[src/rtl/dmem_arbiter.sv]
// dmem_arbiter: shares one single-port data memory between the CPU data port
// and a loader/debug port. The CPU has priority. With DMEM_ARB_STARVE_EN
// defined, a starvation guard forces one loader grant after STARVE_MAX
// consecutive denied loader cycles. Without the macro, the CPU has strict
// priority and STARVE_MAX has no effect.
//
// Ports:
//   clk, rst                      clock, synchronous active-high reset
//   cpu_req/we/addr/wd            CPU access request
//   cpu_rd, cpu_stall             CPU read data (mem_q), not-serviced flag
//   ld_req/we/addr/wd             loader access request (held until granted)
//   ld_gnt                        loader access performed this cycle
//   ld_rd, ld_rvalid              registered loader read data, 1-cycle valid
//   mem_we/a/d, mem_q             single-port memory interface
module dmem_arbiter #(
  parameter  int unsigned STARVE_MAX = 4,
  localparam int unsigned AW         = 6,
  localparam int unsigned DW         = 32
) (
  input  logic          clk,
  input  logic          rst,
  input  logic          cpu_req,
  input  logic          cpu_we,
  input  logic [AW-1:0] cpu_addr,
  input  logic [DW-1:0] cpu_wd,
  output logic [DW-1:0] cpu_rd,
  output logic          cpu_stall,
  input  logic          ld_req,
  input  logic          ld_we,
  input  logic [AW-1:0] ld_addr,
  input  logic [DW-1:0] ld_wd,
  output logic          ld_gnt,
  output logic [DW-1:0] ld_rd,
  output logic          ld_rvalid,
  output logic          mem_we,
  output logic [AW-1:0] mem_a,
  output logic [DW-1:0] mem_d,
  input  logic [DW-1:0] mem_q
);

  // Elaboration-time range check on the starvation limit
  if (STARVE_MAX < 1 || STARVE_MAX > 15) begin : g_bad_starve_max
    $error("dmem_arbiter: STARVE_MAX must be in 1..15");
  end

  // Registered owner of the previous cycle
  typedef enum logic [1:0] {
    IDLE = 2'd0,
    CPU  = 2'd1,
    LDR  = 2'd2
  } state_t;

  state_t state;
  state_t state_nxt;
  logic   force_ld;
  logic   ld_rd_pend;

`ifdef DMEM_ARB_STARVE_EN
  localparam int unsigned CW = 4;
  localparam logic [CW-1:0] STARVE_LIM = CW'(STARVE_MAX);

  logic [CW-1:0] starve_cnt;
  logic [CW-1:0] starve_cnt_nxt;

  // Count denied loader cycles; a grant or a withdrawn request restarts it
  always_comb begin
    starve_cnt_nxt = starve_cnt;
    if (!ld_req || ld_gnt) begin
      starve_cnt_nxt = '0;
    end else if (starve_cnt != STARVE_LIM) begin
      starve_cnt_nxt = starve_cnt + CW'(1);
    end
  end

  always_ff @(posedge clk) begin
    if (rst) begin
      starve_cnt <= '0;
    end else begin
      starve_cnt <= starve_cnt_nxt;
    end
  end

  // Masked by rst so a count left from before reset cannot take the port
  assign force_ld = !rst && ld_req && (starve_cnt == STARVE_LIM);
`else
  assign force_ld = 1'b0;
`endif

  // Grant selection and memory port steering
  always_comb begin
    state_nxt = IDLE;
    mem_we    = 1'b0;
    mem_a     = '0;
    mem_d     = '0;
    cpu_stall = 1'b0;
    ld_gnt    = 1'b0;

    if (force_ld) begin
      state_nxt = LDR;
    end else if (cpu_req) begin
      state_nxt = CPU;
    end else if (ld_req) begin
      state_nxt = LDR;
    end

    case (state_nxt)
      CPU: begin
        mem_we = cpu_we;
        mem_a  = cpu_addr;
        mem_d  = cpu_wd;
      end
      LDR: begin
        mem_we    = ld_we;
        mem_a     = ld_addr;
        mem_d     = ld_wd;
        ld_gnt    = 1'b1;
        cpu_stall = cpu_req;
      end
      default: ;
    endcase
  end

  // Owner register and loader read capture
  always_ff @(posedge clk) begin
    if (rst) begin
      state      <= IDLE;
      ld_rd_pend <= 1'b0;
      ld_rd      <= '0;
    end else begin
      state      <= state_nxt;
      ld_rd_pend <= ld_gnt && !ld_we;
      if (ld_gnt && !ld_we) begin
        ld_rd <= mem_q;
      end
    end
  end

  // Valid only in the cycle after a loader-owned read
  assign ld_rvalid = (state == LDR) && ld_rd_pend;

  assign cpu_rd = mem_q;

endmodule

[config.mk]
export PLATFORM = sky130hd
export DESIGN_NAME = dmem_arbiter
export DESIGN_NICKNAME = d
export VERILOG_FILES = /design/src/rtl/dmem_arbiter.sv
export SDC_FILE = /design/constraint.sdc
export NUM_CORES = 1
export LEC_CHECK = 0
export CAP_MARGIN = 20
export CORE_ASPECT_RATIO = 0.6
export CORE_MARGIN = 10
export CORE_UTILIZATION = 27
export CTS_CLUSTER_DIAMETER = 50
export DETAILED_ROUTE_END_ITERATION = 8
export HOLD_SLACK_MARGIN = 0.12
export PLACE_DENSITY = 0.78
export SETUP_SLACK_MARGIN = 0.4
export SLEW_MARGIN = 20
export SYNTH_ARGS = -nofsm -noshare
export SYNTH_HDL_FRONTEND = slang
export SYNTH_SLANG_ARGS = --single-unit
[constraint.sdc]
create_clock -name clk -period 1.4 [get_ports clk]
set_input_delay 0.42 -clock clk [delete_from_list [all_inputs] [get_ports clk]]
set_output_delay 0.42 -clock clk [all_outputs]
set_load 0.01 [all_outputs]
Word-level counts from Yosys, hierarchy flattened
Cells that the tools add are included.

word-level totals
  bits in registers = 35
  input bits = 114
  output and inout bits = 106

operators by class
  eq/ne operators = 3
  muxes and demuxes = 7
  reductions and logical operators = 3

operators by type and width
  cell                count
  $pmux 32 s2         1
  $pmux 6 s2          1
  $eq 2x2->1 const B  2
  $mux 2              2
  $eq 2x1->1 const B  1
  $logic_and 1x1->1   2
  $mux 1              2
  $pmux 1 s2          1
  $logic_not 1->1     1

Longest topological paths before layout
Gate-level depths: netlist of run 1.

  word-level depth = 5
  gate-level depth with buffers = 5
  gate-level depth less buffers = 3

Worst setup path before layout of run 1
OpenSTA, ideal clock, no wires.

  kind = input-to-output
  start = input cpu_req
  end = output mem_d[21]
  arrival = 1.099 ns
  data required time = 0.980 ns
  slack = -0.119 ns
  cell stages on the path = 5
  cells stage by stage = buf_6 > nand2b_1 > inv_2 > buf_4 > a22o_1

between the ends
  cells in the longest elaborated chain, start to end = 3
  elaborated cells on any way between the ends = 4

ends and longest elaborated chain
  what                                      RTL line  source
  from (decl)                               22        input logic cpu_req,
  $mux 2 *                                  100       end else if (cpu_req) begin
  $eq 2x2->1 or $eq 2x1->1 (tied branches)  106       case (state_nxt)
  $pmux 32 s2 *                             106
  to (decl)                                 37        output logic [DW-1:0] mem_d,

Mark *: on every way between the ends. The rest lies on a longest branch, timed or not.

Worst setup path in the final report of run 1
  start = input cpu_req
  end = output mem_d[20]

Same word-level chain as after synthesis.

==> results of run 1 <==
## path summary, 6_finish.rpt
| path | to | slack [ns] | cells past startpoint |
|---|---|---|---|
| worst max register to register | ld_rd[9]$_SDFFE_PP0P_ | 0.62 | 4 |
| worst max-delay path | mem_d[20] | -0.23 | 6 |
| worst min register to register | ld_rd[7]$_SDFFE_PP0P_ | 0.47 | 2 |
| worst min-delay path | ld_rd[13]$_SDFFE_PP0P_ | 0.41 | 3 |
## cells in the mapped netlist (all sizes together)
library cell	n	area [um2]
a22o	39	341.6
buf	46	380.4
clkbuf	7	26.28
conb	1	3.750
dfxtp	35	700.7
inv	1	3.750
mux2i	32	320.3
nand2	1	3.750
nand2b	65	406.6
nor2	2	7.510
nor2b	1	6.260
nor3	1	5.000
nor3b	1	12.51
## layout make-up
class | instances | area [um2]
Tap cell | 108 | 135.1
Clock inverter | 1 | 5.005
Fill cell | 676 | 2730
Multi-Input combinational cell | 143 | 1130
Clock buffer | 6 | 138.9
Timing Repair Buffer | 312 | 3053
Inverter | 1 | 11.26
Sequential cell | 35 | 742.0
## per-stage QoR
step / cells / worst slack [ns] / setup TNS [ns]
floorplan: 232 / -0.06001 / -1.835
global placement: 536 / -1.007 / -68.95
detailed placement: 536 / -1.028 / -71.15
CTS: 582 / -0.2230 / -7.442
global route: 606 / -0.2593 / -9.001
finish: 606 / -0.2262 / -7.531
## what timing repair did
item                                    CTS  global route
pin swaps                                16             3
buffers inserted                         32            24
hold buffers                              0             0
cloned                                    7             0
endpoints found under the setup margin  140           138
gates resized for setup                 752            16
## registers in the layout, summed over array words and instances, names as in the netlist
register	cells
state	2
ld_rd	32
ld_rd_pend	1
## worst reg2reg max path: stages (launching register included)
cell and delay, ns:
dfxtp_2 0.32, buf_4 0.12, buf_4 0.12, nand2b_1 0.05, mux2i_1 0.06
## per-layer routing
layer	global-route usage, %	share of wire (%)	vias up
met5	0	0	-
met4	2.273	0.39	0
met3	5.222	6.7	8
met2	33.23	57	68
met1	18.99	36	1210
li1	-	-	1296
## logic make-up after synthesis
kind of cell,count (synthesis)
AOI/OAI and AO/OA,39
buffers and inverters,54
DFF,35
muxes,32
other,1
and+or+nand+nor,71
## power groups by stage
| stage | clock, uW | sequential, uW | combinational, uW |
|---|---|---|---|
| after floorplan | 0 | 1090 | 410 |
| after global placement | 0 | 1070 | 1110 |
| after detailed placement | 0 | 1070 | 1120 |
| after CTS | 1130 | 1060 | 1190 |
| after global routing | 1190 | 1070 | 1330 |
| final | 1090 | 1060 | 1250 |
==> flow_summary.json, run 1 <==
{
  "status": "finished with violations",
  "violations": "negative setup slack",
  "path_buf_inv": 4,
  "leakage_uw": 0.002476,
  "powerDensity_nw_per_um2": 652.9,
  "seq_area_frac_synth_pct": 31.58,
  "min_path_type": "input port to flop",
  "die_area_um2": 12360,
  "path_cells": "buf_12, nand2b_4, inv_8, buf_12, a22o_1, buf_2",
  "synth_compound_area_share_pct": 15.40,
  "crit_start": "cpu_req",
  "portBuffers": 218,
  "grt_max_degree": 35,
  "start_util_pct": 27.92,
  "ir_drop_uv": 517.9,
  "viasPerCell": 4.261,
  "cts_sinks": 35,
  "fp.dieW_um": 137.0,
  "clkPwrFrac_pct": 32.0,
  "p_total_uw": 3405,
  "yosysWarnings": 0,
  "die_h_um": 90.21,
  "synthXorXnorAreaFrac_pct": 0,
  "utilization_pct": 65.64,
  "clock_latency_ns": 0.28,
  "cts_tree": "done",
  "cts_root_buf": "clkbuf_16",
  "nets": 612,
  "cp-end-kind": "primary output",
  "dpl_cell_area_um2": 4428,
  "p_comb_share_pct": 36.7,
  "path_class": "input port to primary output",
  "cts_max_level": 2,
  "diodes": 0,
  "switching_share_pct": 25.25,
  "final_common_cell": "buf_6",
  "critPathMaxStageDelay_ns": 0.16,
  "layout_common_cells": "buf_6, buf_4, nand2b_1",
  "cts.clk_slew.worst_paths_ns": 0.05,
  "post-dp-hpwl_um": 7911,
  "clockBufferDepth": 2,
  "cp.arrival_ns": 1.21,
  "drv_cap": 0,
  "drive_above_1_share_pct": 56.02,
  "synthSimpleGateAreaFrac_pct": 19.91,
  "place.gp.congestion": 0.9164,
  "synth_nets": 346,
  "grt_pass1_wl_um": 16830,
  "ys_seq_elements": 35,
  "synth_mux_area_share_pct": 14.44,
  "hold_ws_ns": 0.4117,
  "syn_inst": 232,
  "cp-start-kind": "input port",
  "grt_overflow": 0,
  "post-route-period-util_pct": 116.2,
  "worst_path_most_repeated_cell": "buf_12",
  "finalWirelength_um": 11400,
  "internal_power_uw": 2545,
  "switchingPower_uw": 859.8,
  "hold_viol_final": 0,
  "slowest_stage": "nand2b_4",
  "worstHoldStart": "mem_q[13]",
  "dr_total_vias": 2582,
  "num_rows": 25,
  "avgRoutedWirePerCell_um": 18.82,
  "synth_top_family_by_area": "simple AND/OR/NAND/NOR gates",
  "rsz0062_at_grt": "true",
  "clock_skew_ns": 0,
  "timing.fmax_ghz": 0.6149,
  "design_area_um2": 5215,
  "syn_area_um2": 2218,
  "grt_use_total_pct": 17.55,
  "syn2layout_area_growth_pct": 135.1,
  "maxSlewViolCount": 0,
  "drcViolationCount": 0,
  "power_frac_seq_pct": 31.2,
  "setup_viol": 40,
  "r2r-start": "ld_rd[9]$_SDFFE_PP0P_",
  "period_minus_slack_ns": 1.626,
  "cts_made_buffers": 5,
  "grt_pass1_vias": 2690,
  "cp_max_fo": 10,
  "layout_setup_ws_ns": -0.2262,
  "ys_types": 16,
  "antenna_found_initial": 0,
  "synth_adder_area_share_pct": 0,
  "path_delay_family": "buffers and inverters",
  "first_pass_iters": 6,
  "drtIter0Drc": 87,
  "core_um2": 7945,
  "ant_nets": 0,
  "cp_data_required_time_ns": 0.98,
  "syn_avg_cell_area_um2": 9.562,
  "ios": 220
}
(Power assumes the default switching activity.)
==> inputs of run 2 (changes only) <==
Settings changed: CTS_CLUSTER_DIAMETER 50 to default.
==> results of run 2 <==
Same layout as run 1: the final DEF is identical, and so are final timing and power.
==> inputs of run 3 (changes only) <==
Settings changed: CELL_PAD_IN_SITES_DETAIL_PLACEMENT from default to 0, CELL_PAD_IN_SITES_GLOBAL_PLACEMENT from default to 1, CORE_UTILIZATION 27 to 18, PLACE_DENSITY 0.78 to default, PLACE_DENSITY_LB_ADDON from default to 0.1.
Clock period 1.4 ns to 1.3 ns, I/O delays scaled along.
==> run 3 against run 2 <==
The run still ends with negative setup slack left. Register-to-register slack is essentially flat. Global-route usage decreased by 6.0 points. Cell count grew 9.7%. Power is 7.4% higher. Flip-flop and latch count unchanged. Worst hold slack got worse by 0.043 ns. Critical path depth unchanged. Count of clock-buffer cells in the layout did not move. Clock skew did not move. Cell area rose by 1.4%. Largest power group unchanged.
==> flow_summary.json, run 3 (synthesis results as in run 1) <==
{
  "place.gp.congestion": 0.7128,
  "powerDensity_nw_per_um2": 691.0,
  "p_total_uw": 3656,
  "cts_sinks": 35,
  "cp-start-kind": "input port",
  "avgRoutedWirePerCell_um": 16.21,
  "nets": 614,
  "place_ws_ns": -1.030,
  "reg_top3": "ld_rd (32), state (2), ld_rd_pend (1)",
  "post-dp-hpwl_um": 7919,
  "worst_path_most_repeated_cell": "buf_6",
  "violations": "negative setup slack",
  "cts_tree": "done",
  "power_frac_seq_pct": 31.3,
  "post-route-period-util_pct": 118.1,
  "drive_above_1_share_pct": 55.80,
  "grt_use_total_pct": 11.55,
  "path_buf_inv": 4,
  "setup_viol": 40,
  "slowest_stage": "a22o_1",
  "clock_skew_ns": 0,
  "ff_latch_area_um2": 740.7,
  "num_rows": 31,
  "clock_latency_ns": 0.27,
  "fp.dieW_um": 163.3,
  "drv_cap": 0,
  "cts_root_buf": "clkbuf_16",
  "status": "finished with violations",
  "dr_total_vias": 2545,
  "path_cells": "buf_6, nand2b_4, inv_8, buf_12, a22o_1, buf_6",
  "leakage_uw": 0.002481,
  "cts_max_level": 2,
  "top_register": "ld_rd",
  "maxSlewViolCount": 0,
  "die_area_um2": 17310,
  "critPathMaxStageDelay_ns": 0.21,
  "grt_pass1_vias": 2660,
  "ios": 220,
  "ant_nets": 0,
  "first_pass_iters": 4,
  "cts_made_buffers": 5,
  "final_common_cell": "buf_6",
  "switching_share_pct": 24.79,
  "path_class": "input port to primary output",
  "cp_data_required_time_ns": 0.91,
  "cp_max_fo": 16,
  "clockBufferDepth": 2,
  "die_h_um": 106.0,
  "start_util_pct": 18.39,
  "grt_pass1_wl_um": 15770,
  "switchingPower_uw": 906.4,
  "cts.clk_slew.worst_paths_ns": 0.05,
  "clkPwrFrac_pct": 32.2,
  "portBuffers": 218,
  "ir_drop_uv": 437.4,
  "rsz0062_at_grt": "true",
  "viasPerCell": 3.827,
  "layout_setup_ws_ns": -0.2354,
  "timing.fmax_ghz": 0.6513,
  "largest_reg_flops": 32,
  "n_fill_cell": 1186,
  "core_um2": 12060,
  "p_comb_share_pct": 36.5,
  "multi_input_area_um2": 1121,
  "diodes": 0,
  "tns_ns": -8.426,
  "grt_max_degree": 36,
  "antenna_found_initial": 0,
  "period_minus_slack_ns": 1.535,
  "dpl.cell_count": 600,
  "path_delay_family": "buffers and inverters",
  "min_path_type": "input port to flop",
  "internal_power_uw": 2749,
  "cp-end-kind": "primary output",
  "hold_viol_final": 0,
  "finalNonFillerCells": 665,
  "drcViolationCount": 0,
  "drtIter0Drc": 90,
  "cp.arrival_ns": 1.15,
  "finalWirelength_um": 10780,
  "grt_overflow": 0,
  "layout_common_cells": "buf_6, buf_4, nand2b_1",
  "syn2layout_area_growth_pct": 138.5
}
-- run 3: cell count changes in the layout (fill, tap and decap cells not counted), sizes merged --
| cell | before | now |
|---|---|---|
| dlygate4sd2 | 40 | 33 |
| clkdlybuf4s50 | 37 | 41 |
| bufbuf | 0 | 1 |
| dlymetal6s2s | 1 | 3 |
| buf | 234 | 236 |
-- run 3: area by class of cell --
| type | instances | share of cell area (%) |
|---|---|---|
| Clock buffer | 6 | 2.625 |
| Clock inverter | 1 | 0.09461 |
| Inverter | 1 | 0.2129 |
| Multi-Input combinational cell | 143 | 21.19 |
| Sequential cell | 35 | 14.00 |
| Tap cell | 165 | 3.903 |
| Timing Repair Buffer | 314 | 57.97 |
-- run 3: power groups by stage --
stage	Combinational [uW]	Sequential (uW)	Clock, uW
2_1_floorplan	441	1170	0
3_3_place_gp	1220	1150	0
3_5_place_dp	1220	1150	0
4_1_cts	1300	1140	1240
5_1_grt	1430	1150	1270
6_report	1330	1140	1180
-- run 3: worst register-to-register path: cells and delay by family (launching register included) --
family / cells / cell delay, ns
DFF: 1 / 0.33
buffers and inverters: 1 / 0.10
and+or+nand+nor: 1 / 0.04
muxes: 1 / 0.13
-- run 3: routing by layer --
metal  part of all wire [%]  vias up  track usage (%)
met3                    8.3        5            4.777
met2                     51       75            20.86
li1                       -     1295                -
met1                     40     1170            12.75
met4                   0.32        0            1.346
met5                      0        -                0
-- run 3: timing repair --
item | 4_1_cts | 5_1_grt
resized for setup | 747 | 10
hold buffers | 0 | 0
endpoints found under the setup margin | 140 | 137
setup buffers | 29 | 25
pin swaps | 37 | 3
cloned | 4 | 0
-- run 3: through the flow --
stage | utilization, % | hold WS (ns) | area [um2]
2_1_floorplan | - | 0.4683 | 2247
3_3_place_gp | 37.80 | 0.4570 | 4559
3_5_place_dp | 37.80 | 0.4622 | 4559
4_1_cts | 42.01 | 0.3619 | 5067
5_1_grt | 43.85 | 0.3667 | 5290
6_report | 43.85 | 0.3685 | 5290
-- run 3: path summary, 6_finish.rpt --
path,from,endpoint,slack (ns),cells after the start
worst max-delay path,cpu_req,mem_a[0],-0.24,6
worst min-delay path,mem_q[22],ld_rd[22]$_SDFFE_PP0P_,0.37,3
worst max register to register,ld_rd[7]$_SDFFE_PP0P_,ld_rd[7]$_SDFFE_PP0P_,0.62,3
worst min register to register,ld_rd[18]$_SDFFE_PP0P_,ld_rd[18]$_SDFFE_PP0P_,0.47,2
